`src/rtl/cpu_sequencer.sv`:
```
// Multi-cycle CPU control sequencer: IDLE -> FETCH -> DECODE -> EXECUTE
// -> (MEM) -> WB, with a bus-wait timeout that parks the sequencer in HALT.
// Control outputs are decoded from the registered state so that an
// asynchronous reset drops every request in the same cycle.
module cpu_sequencer #(
    parameter int unsigned TIMEOUT = 255,
    parameter int unsigned CNT_W   = 32
) (
    input  logic             clk_i,
    input  logic             rst_ni,
    input  logic             run_i,
    input  logic             imem_ready_i,
    input  logic             mem_ready_i,
    input  logic             is_load_i,
    input  logic             is_store_i,
    input  logic             is_branch_i,
    input  logic             is_jump_i,
    input  logic             reg_write_i,
    input  logic             illegal_i,
    input  logic             branch_taken_i,
    output logic             imem_req_o,
    output logic             ir_load_o,
    output logic             mem_req_o,
    output logic             mem_we_o,
    output logic             rf_wen_o,
    output logic [1:0]       wb_sel_o,
    output logic             pc_write_o,
    output logic [1:0]       pc_sel_o,
    output logic [2:0]       state_o,
    output logic             halted_o,
    output logic             bus_error_o,
    output logic [CNT_W-1:0] retired_o
);

    // The wait counter only has to reach TIMEOUT-1 before the timeout fires.
    localparam int unsigned      WAIT_W    = (TIMEOUT > 1) ? $clog2(TIMEOUT) : 1;
    localparam logic [WAIT_W-1:0] WAIT_LAST = WAIT_W'(TIMEOUT - 1);

    typedef enum logic [2:0] {
        S_IDLE    = 3'd0,
        S_FETCH   = 3'd1,
        S_DECODE  = 3'd2,
        S_EXECUTE = 3'd3,
        S_MEM     = 3'd4,
        S_WB      = 3'd5,
        S_HALT    = 3'd6
    } state_e;

    state_e             state_q;
    logic [WAIT_W-1:0]  wait_q;
    logic [CNT_W-1:0]   retired_q;
    logic               bus_error_q;
    logic               ld_q, st_q, br_q, jmp_q, rw_q;
    logic               retire_d;

    // Control decode from the current state and the latched instruction class.
    always_comb begin
        imem_req_o = 1'b0;
        ir_load_o  = 1'b0;
        mem_req_o  = 1'b0;
        mem_we_o   = 1'b0;
        rf_wen_o   = 1'b0;
        wb_sel_o   = 2'b00;
        pc_write_o = 1'b0;
        pc_sel_o   = 2'b00;
        retire_d   = 1'b0;
        case (state_q)
            S_FETCH: begin
                imem_req_o = 1'b1;
                ir_load_o  = imem_ready_i;
            end
            S_MEM: begin
                mem_req_o = 1'b1;
                mem_we_o  = st_q;
                // A store retires as soon as the data memory accepts it.
                if (st_q && mem_ready_i) begin
                    pc_write_o = 1'b1;
                    retire_d   = 1'b1;
                end
            end
            S_WB: begin
                // A jump that is also flagged as a branch behaves as a jump,
                // so its link write is not suppressed by the branch flag.
                rf_wen_o   = rw_q && !st_q && (!br_q || jmp_q);
                wb_sel_o   = ld_q ? 2'b01 : (jmp_q ? 2'b10 : 2'b00);
                pc_write_o = 1'b1;
                pc_sel_o   = jmp_q ? 2'b10 : ((br_q && branch_taken_i) ? 2'b01 : 2'b00);
                retire_d   = 1'b1;
            end
            default: ;
        endcase
    end

    // Sequencer state, wait counter, latched instruction class and retire count.
    always_ff @(posedge clk_i or negedge rst_ni) begin
        if (!rst_ni) begin
            state_q     <= S_IDLE;
            wait_q      <= '0;
            retired_q   <= '0;
            bus_error_q <= 1'b0;
            ld_q        <= 1'b0;
            st_q        <= 1'b0;
            br_q        <= 1'b0;
            jmp_q       <= 1'b0;
            rw_q        <= 1'b0;
        end else begin
            if (retire_d) begin
                retired_q <= retired_q + 1'b1;
            end
            case (state_q)
                S_IDLE: begin
                    if (run_i) begin
                        state_q <= S_FETCH;
                        wait_q  <= '0;
                    end
                end
                S_FETCH: begin
                    if (imem_ready_i) begin
                        state_q <= S_DECODE;
                    end else if (wait_q == WAIT_LAST) begin
                        state_q     <= S_HALT;
                        bus_error_q <= 1'b1;
                    end else begin
                        wait_q <= wait_q + 1'b1;
                    end
                end
                S_DECODE: begin
                    ld_q  <= is_load_i;
                    st_q  <= is_store_i;
                    br_q  <= is_branch_i;
                    jmp_q <= is_jump_i;
                    rw_q  <= reg_write_i;
                    if (illegal_i || (is_load_i && is_store_i)) begin
                        state_q <= S_HALT;
                    end else begin
                        state_q <= S_EXECUTE;
                    end
                end
                S_EXECUTE: begin
                    if (ld_q || st_q) begin
                        state_q <= S_MEM;
                        wait_q  <= '0;
                    end else begin
                        state_q <= S_WB;
                    end
                end
                S_MEM: begin
                    if (mem_ready_i) begin
                        if (st_q) begin
                            state_q <= run_i ? S_FETCH : S_IDLE;
                            wait_q  <= '0;
                        end else begin
                            state_q <= S_WB;
                        end
                    end else if (wait_q == WAIT_LAST) begin
                        state_q     <= S_HALT;
                        bus_error_q <= 1'b1;
                    end else begin
                        wait_q <= wait_q + 1'b1;
                    end
                end
                S_WB: begin
                    state_q <= run_i ? S_FETCH : S_IDLE;
                    wait_q  <= '0;
                end
                S_HALT: begin
                    state_q <= S_HALT;
                end
                default: begin
                    state_q <= S_IDLE;
                end
            endcase
        end
    end

    assign state_o     = state_q;
    assign halted_o    = (state_q == S_HALT);
    assign bus_error_o = bus_error_q;
    assign retired_o   = retired_q;

endmodule

```
`config.mk`:
```
export PLATFORM = sky130hd
export DESIGN_NAME = cpu_sequencer
export DESIGN_NICKNAME = d
export VERILOG_FILES = /design/src/rtl/cpu_sequencer.sv
export SDC_FILE = /design/constraint.sdc
export NUM_CORES = 1
export LEC_CHECK = 0
export ABC_AREA = 1
export BUFFER_PORTS_ARGS = -buffer_cell sky130_fd_sc_hd__clkbuf_2
export CORE_ASPECT_RATIO = 2
export CORE_MARGIN = 2
export CORE_UTILIZATION = 30
export DETAILED_ROUTE_END_ITERATION = 7
export PLACE_DENSITY = 0.58
export REMOVE_ABC_BUFFERS = 1
export SYNTH_ARGS = -nofsm -noshare
export SYNTH_HDL_FRONTEND = slang
export SYNTH_SLANG_ARGS = --single-unit
```
`constraint.sdc`:
```
create_clock -name clk_i -period 2.73 [get_ports clk_i]
set_clock_uncertainty 0.1 [all_clocks]
set_input_delay 0.6825 -clock clk_i [delete_from_list [all_inputs] [get_ports clk_i]]
set_output_delay 0.6825 -clock clk_i [all_outputs]
set_load 0.01 [all_outputs]
```
== Word level (Yosys, flattened, before mapping) ==
Cells that the tools add are included.
Word-level totals
  bits in registers: 49
  input bits: 12
  output and inout port bits: 47
  logic and storage cells: 71
Cells by class
  add/sub/neg operators: 2
  eq/ne operators: 12
  mux-type cells: 33
  reductions and logical operators: 15
Operators with widths (count)
  $mux W8: 6
  $pmux W8 S5: 1
  $add A32 B1 Y32 const B: 1
  $pmux W3 S7: 1
  $mux W3: 6
  $mux W1: 12
  $mux W2: 5
  $eq A3 B3 Y1 const B: 3
  $add A8 B1 Y8 const B: 1
  $eq A8 B8 Y1 const B: 1
  $ne A2 B2 Y1 const B: 4
  $eq A3 B2 Y1 const B: 2
  $logic_and A1 B1 Y1: 5
  $reduce_and A5 Y1: 1
  $reduce_bool A5 Y1: 1
  $pmux W1 S2: 2
  $eq A3 B1 Y1 const B: 1
  $logic_not A3 Y1: 1
  $logic_or A1 B1 Y1: 3
  $ne A3 B3 Y1 const B: 1
  $reduce_and A3 Y1: 1
  $logic_not A1 Y1: 2
  $reduce_bool A2 Y1: 1

== Logic depth before layout (Yosys ltp) ==
  word-level depth: 4
  mapped depth: 10
  gate-level depth less buffers: 10

== Least setup slack after synthesis ==
OpenSTA, ideal clock, no wires.
  path type: flip-flop to output port
  start point: register state_q[1] (netlist: state_o[1])
  end point: output rf_wen_o
  arrival time: 1.180 ns
  data required time: 1.947 ns
  path slack: 0.768 ns
  stages on the path, launching flop included: 6
  buffers on the path: 0
  path through: dfrtp_1 -> inv_2 -> nand2_2 -> inv_1 -> nand2_1 -> nor4_1
Between the ends
  cells in the longest elaborated chain, start to end: 2
RTL lines
  from (decl): RTL line 49  | state_e state_q;
  from (signal assigned): RTL line 150  | state_q <= run_i ? S_FETCH : S_IDLE;
  from (signal assigned): RTL line 163  | state_q <= run_i ? S_FETCH : S_IDLE;
  $eq A3 B3 Y1: RTL line 67  | case (state_q)
  $mux W1: RTL line 67
  to (decl): RTL line 25  | output logic rf_wen_o,
Every way passes these cells.

== Worst setup path after layout ==
Same ends and word-level chain as after synthesis.

==> metrics.txt <==
Initial DRC Count 132; WL per Instance 13.8 um; Hold Fails Final Rpt 0; Global Route met2 Usage 31.2%; Worst Setup End Kind output port; most common cell after layout, fill and taps aside nand2_1; Final setup viols 0; Area growth, synth to finish 20.0%; Slew Limit Fails 0; most frequent cells in the layout nand2_1 (118), clkbuf_2 (58), dfrtp_1 (49), nor2_1 (45), inv_1 (36); CP arrival 1.56 ns; Vert. Die Dim 141 um; CTS tree built; Slew headroom 60.3%; cts-stage hold buffer count 0; postcts setup bufs 0; ANT cells 0; Pwr Density 693 nW/um2; FF-to-FF Start retired_o[0]; Gates resized, CTS repair 0; Util after Layout 36.5%; Synth Cell Area 2820 um2; Antenna Nets Post-Route 0; largest net degree at the start of global routing 30; Critical Path RT 1.95 ns; antenna violations before repair 0; run status finished clean; min cycle time layout 2.35 ns; CTS max path bufs 2; Max VDD drop 0.255 mV; Avg Inst Size Synth 7.84 um2; layout cells sized above 1 21.6%; grt met1 use 15.0%; fillcell total 993; later-pin clock latency in the skew report 0.29 ns; met3 usage 2.36%; Core ar. 9260 um2; CTS Sinks 49; Inst Count DP 521; post-synthesis sequential area ratio 43.6%; fin crit share 85.9%; setup tns final 0 ns; die width 72.5 um; first-pass GRT wire length 12.2 mm; DRC 0; final net count 439; gr usage total 15.5%; Netlist cell types 36; Via-to-Cell Ratio 4.70; die area 10,200 um2; Leak 1.78 nW; R2R depth 8; Congestion Overflow GR 0; via count 2,485; Syn. warnings 0; root buf cell clkbuf_16; Multi-input gate area 1420 um2; Post-Syn Instances 359; clock transition at the registers of the reported paths 0.07 ns; Final GP Congestion 0.860; CP max stage delay 0.44 ns; H-tree depth 2; WL final 7.29 mm; PortBufs 58; Post-Layout Cell Count 529; FF+latch area 1230 um2; f_max 0.426 GHz; r2r setup slk 0.94 ns; WS Path Type flop to output port; synthesis-stage register bit count 49; Slowest-stage cell, CP dfrtp_1; number of buffers created by CTS 5; worst-path cell chain inv_2 > nand2_2 > inv_1 > nand2_1 > nor4_1 > clkbuf_2; startpoint types flop; Initial Util 30.4%; max cap viols 0; Pre-Repair DR Iteration Count 4; RSZ-0062 raised after global routing false; Cell Rows 50; Detailed Place HPWL 5.84 mm; Hold WC Path Type input pin to asynchronous set/reset pin; io pins 59; Tightest Pin Transition 0.593 ns; vias in the first global route 2,529; gr busiest metal met2; CP max FO 6; r2r endpoint retired_o[20]
[cell families after synthesis]
family                     after synthesis  synth area share (%)
xor gates and xnor gates                23                  7.16
AOI/OAI and AO/OA                       20                  4.44
and+or+nand+nor                        223                  37.5
buffers and inverters                   41                  6.04
DFF                                     49                  43.6
adders and majority gates                3                  1.33
[layout make-up]
cell class              count  area share [%]
inverters                  39            4.33
clock buffers               6            3.81
clock inverters             2           0.296
flip-flops and latches     49            36.3
multi-input cells         269            42.0
well taps                 104            3.85
repair buffers             60            9.41
[worst max-delay path by stage]
| stage | startpoint | to | slack (ns) | cells past startpoint |
|---|---|---|---|---|
| after floorplan | state_o[1] | rf_wen_o | 0.77 | 5 |
| after global placement | mem_ready_i | pc_write_o | 0.54 | 4 |
| after detailed placement | mem_ready_i | pc_write_o | 0.52 | 4 |
| after CTS | state_o[1] | rf_wen_o | 0.36 | 6 |
| after global routing | state_o[1] | rf_wen_o | 0.29 | 6 |
| final | state_o[1] | rf_wen_o | 0.38 | 6 |
[per-layer routing]
metal	up-vias	wire, um	share of wire, %
met5	-	0	0
li1	1255	-	-
met3	10	223	3.1
met1	1171	2600	36
met4	0	161	2.2
met2	49	4300	59
[sequential cells by signal, indices dropped and copies added (netlist names)]
name / cells
br_q: 1
bus_error_o: 1
jmp_q: 1
ld_q: 1
retired_o: 32
rw_q: 1
st_q: 1
state_o: 3
wait_q: 8
[cell usage after synthesis]
cell,n,area [um2]
nand2_1,118,443
dfrtp_1,49,1230
nor2_1,45,169
inv_1,36,135
nand3_1,23,115
xor2_1,13,114
o21ai_0,12,60.1
xnor2_1,10,87.6
nor3_1,6,30.0
nand2_2,5,31.3
nand4_1,5,31.3
nand3b_1,4,30.0
nor2_4,4,45.0
ha_1,3,37.5
inv_2,3,11.3
nor2_2,2,12.5
nor2_8,2,40.0
a21oi_1,1,5.00
a21oi_4,1,16.3
a31oi_1,1,6.26
buf_12,1,20.0
clkbuf_1,1,3.75
nand2_4,1,11.3
nand2_8,1,20.0
nand3_2,1,10.0
nand3b_2,1,11.3
nand3b_4,1,20.0
nand4_2,1,12.5
nor3_2,1,10.0
nor4_1,1,6.26
o211ai_1,1,7.51
o21ai_1,1,5.00
o21ai_2,1,8.76
o21bai_1,1,7.51
o311ai_0,1,8.76
or2_0,1,6.26
[worst max-delay path, delay by kind of cell (launching register included)]
| kind | cells | cell delay, ns |
|---|---|---|
| buf+inv | 3 | 0.40 |
| simple gates | 3 | 0.43 |
| flops | 1 | 0.44 |
[where the power goes]
part / leakage, nW / switching [W] / internal (W) / total (W)
combinational: 1.07 / 0.000493 / 0.000250 / 0.000743
clock: 0.0706 / 0.000272 / 0.000337 / 0.000609
sequential: 0.648 / 0.000143 / 0.000845 / 0.000987
total: 1.78 / 0.000907 / 0.00143 / 0.00234
[stage by stage]
step | setup WS (ns) | power (W) | instance area, um2 | hold slack, ns
2_1_floorplan | 0.768 | 0.00147 | 2790 | 0.287
3_3_place_gp | 0.541 | 0.00175 | 3240 | 0.359
3_5_place_dp | 0.518 | 0.00176 | 3240 | 0.362
4_1_cts | 0.359 | 0.00238 | 3380 | 0.305
5_1_grt | 0.295 | 0.00251 | 3380 | 0.333
6_report | 0.385 | 0.00234 | 3380 | 0.282
Note: power is estimated with default switching activity, not from simulation.
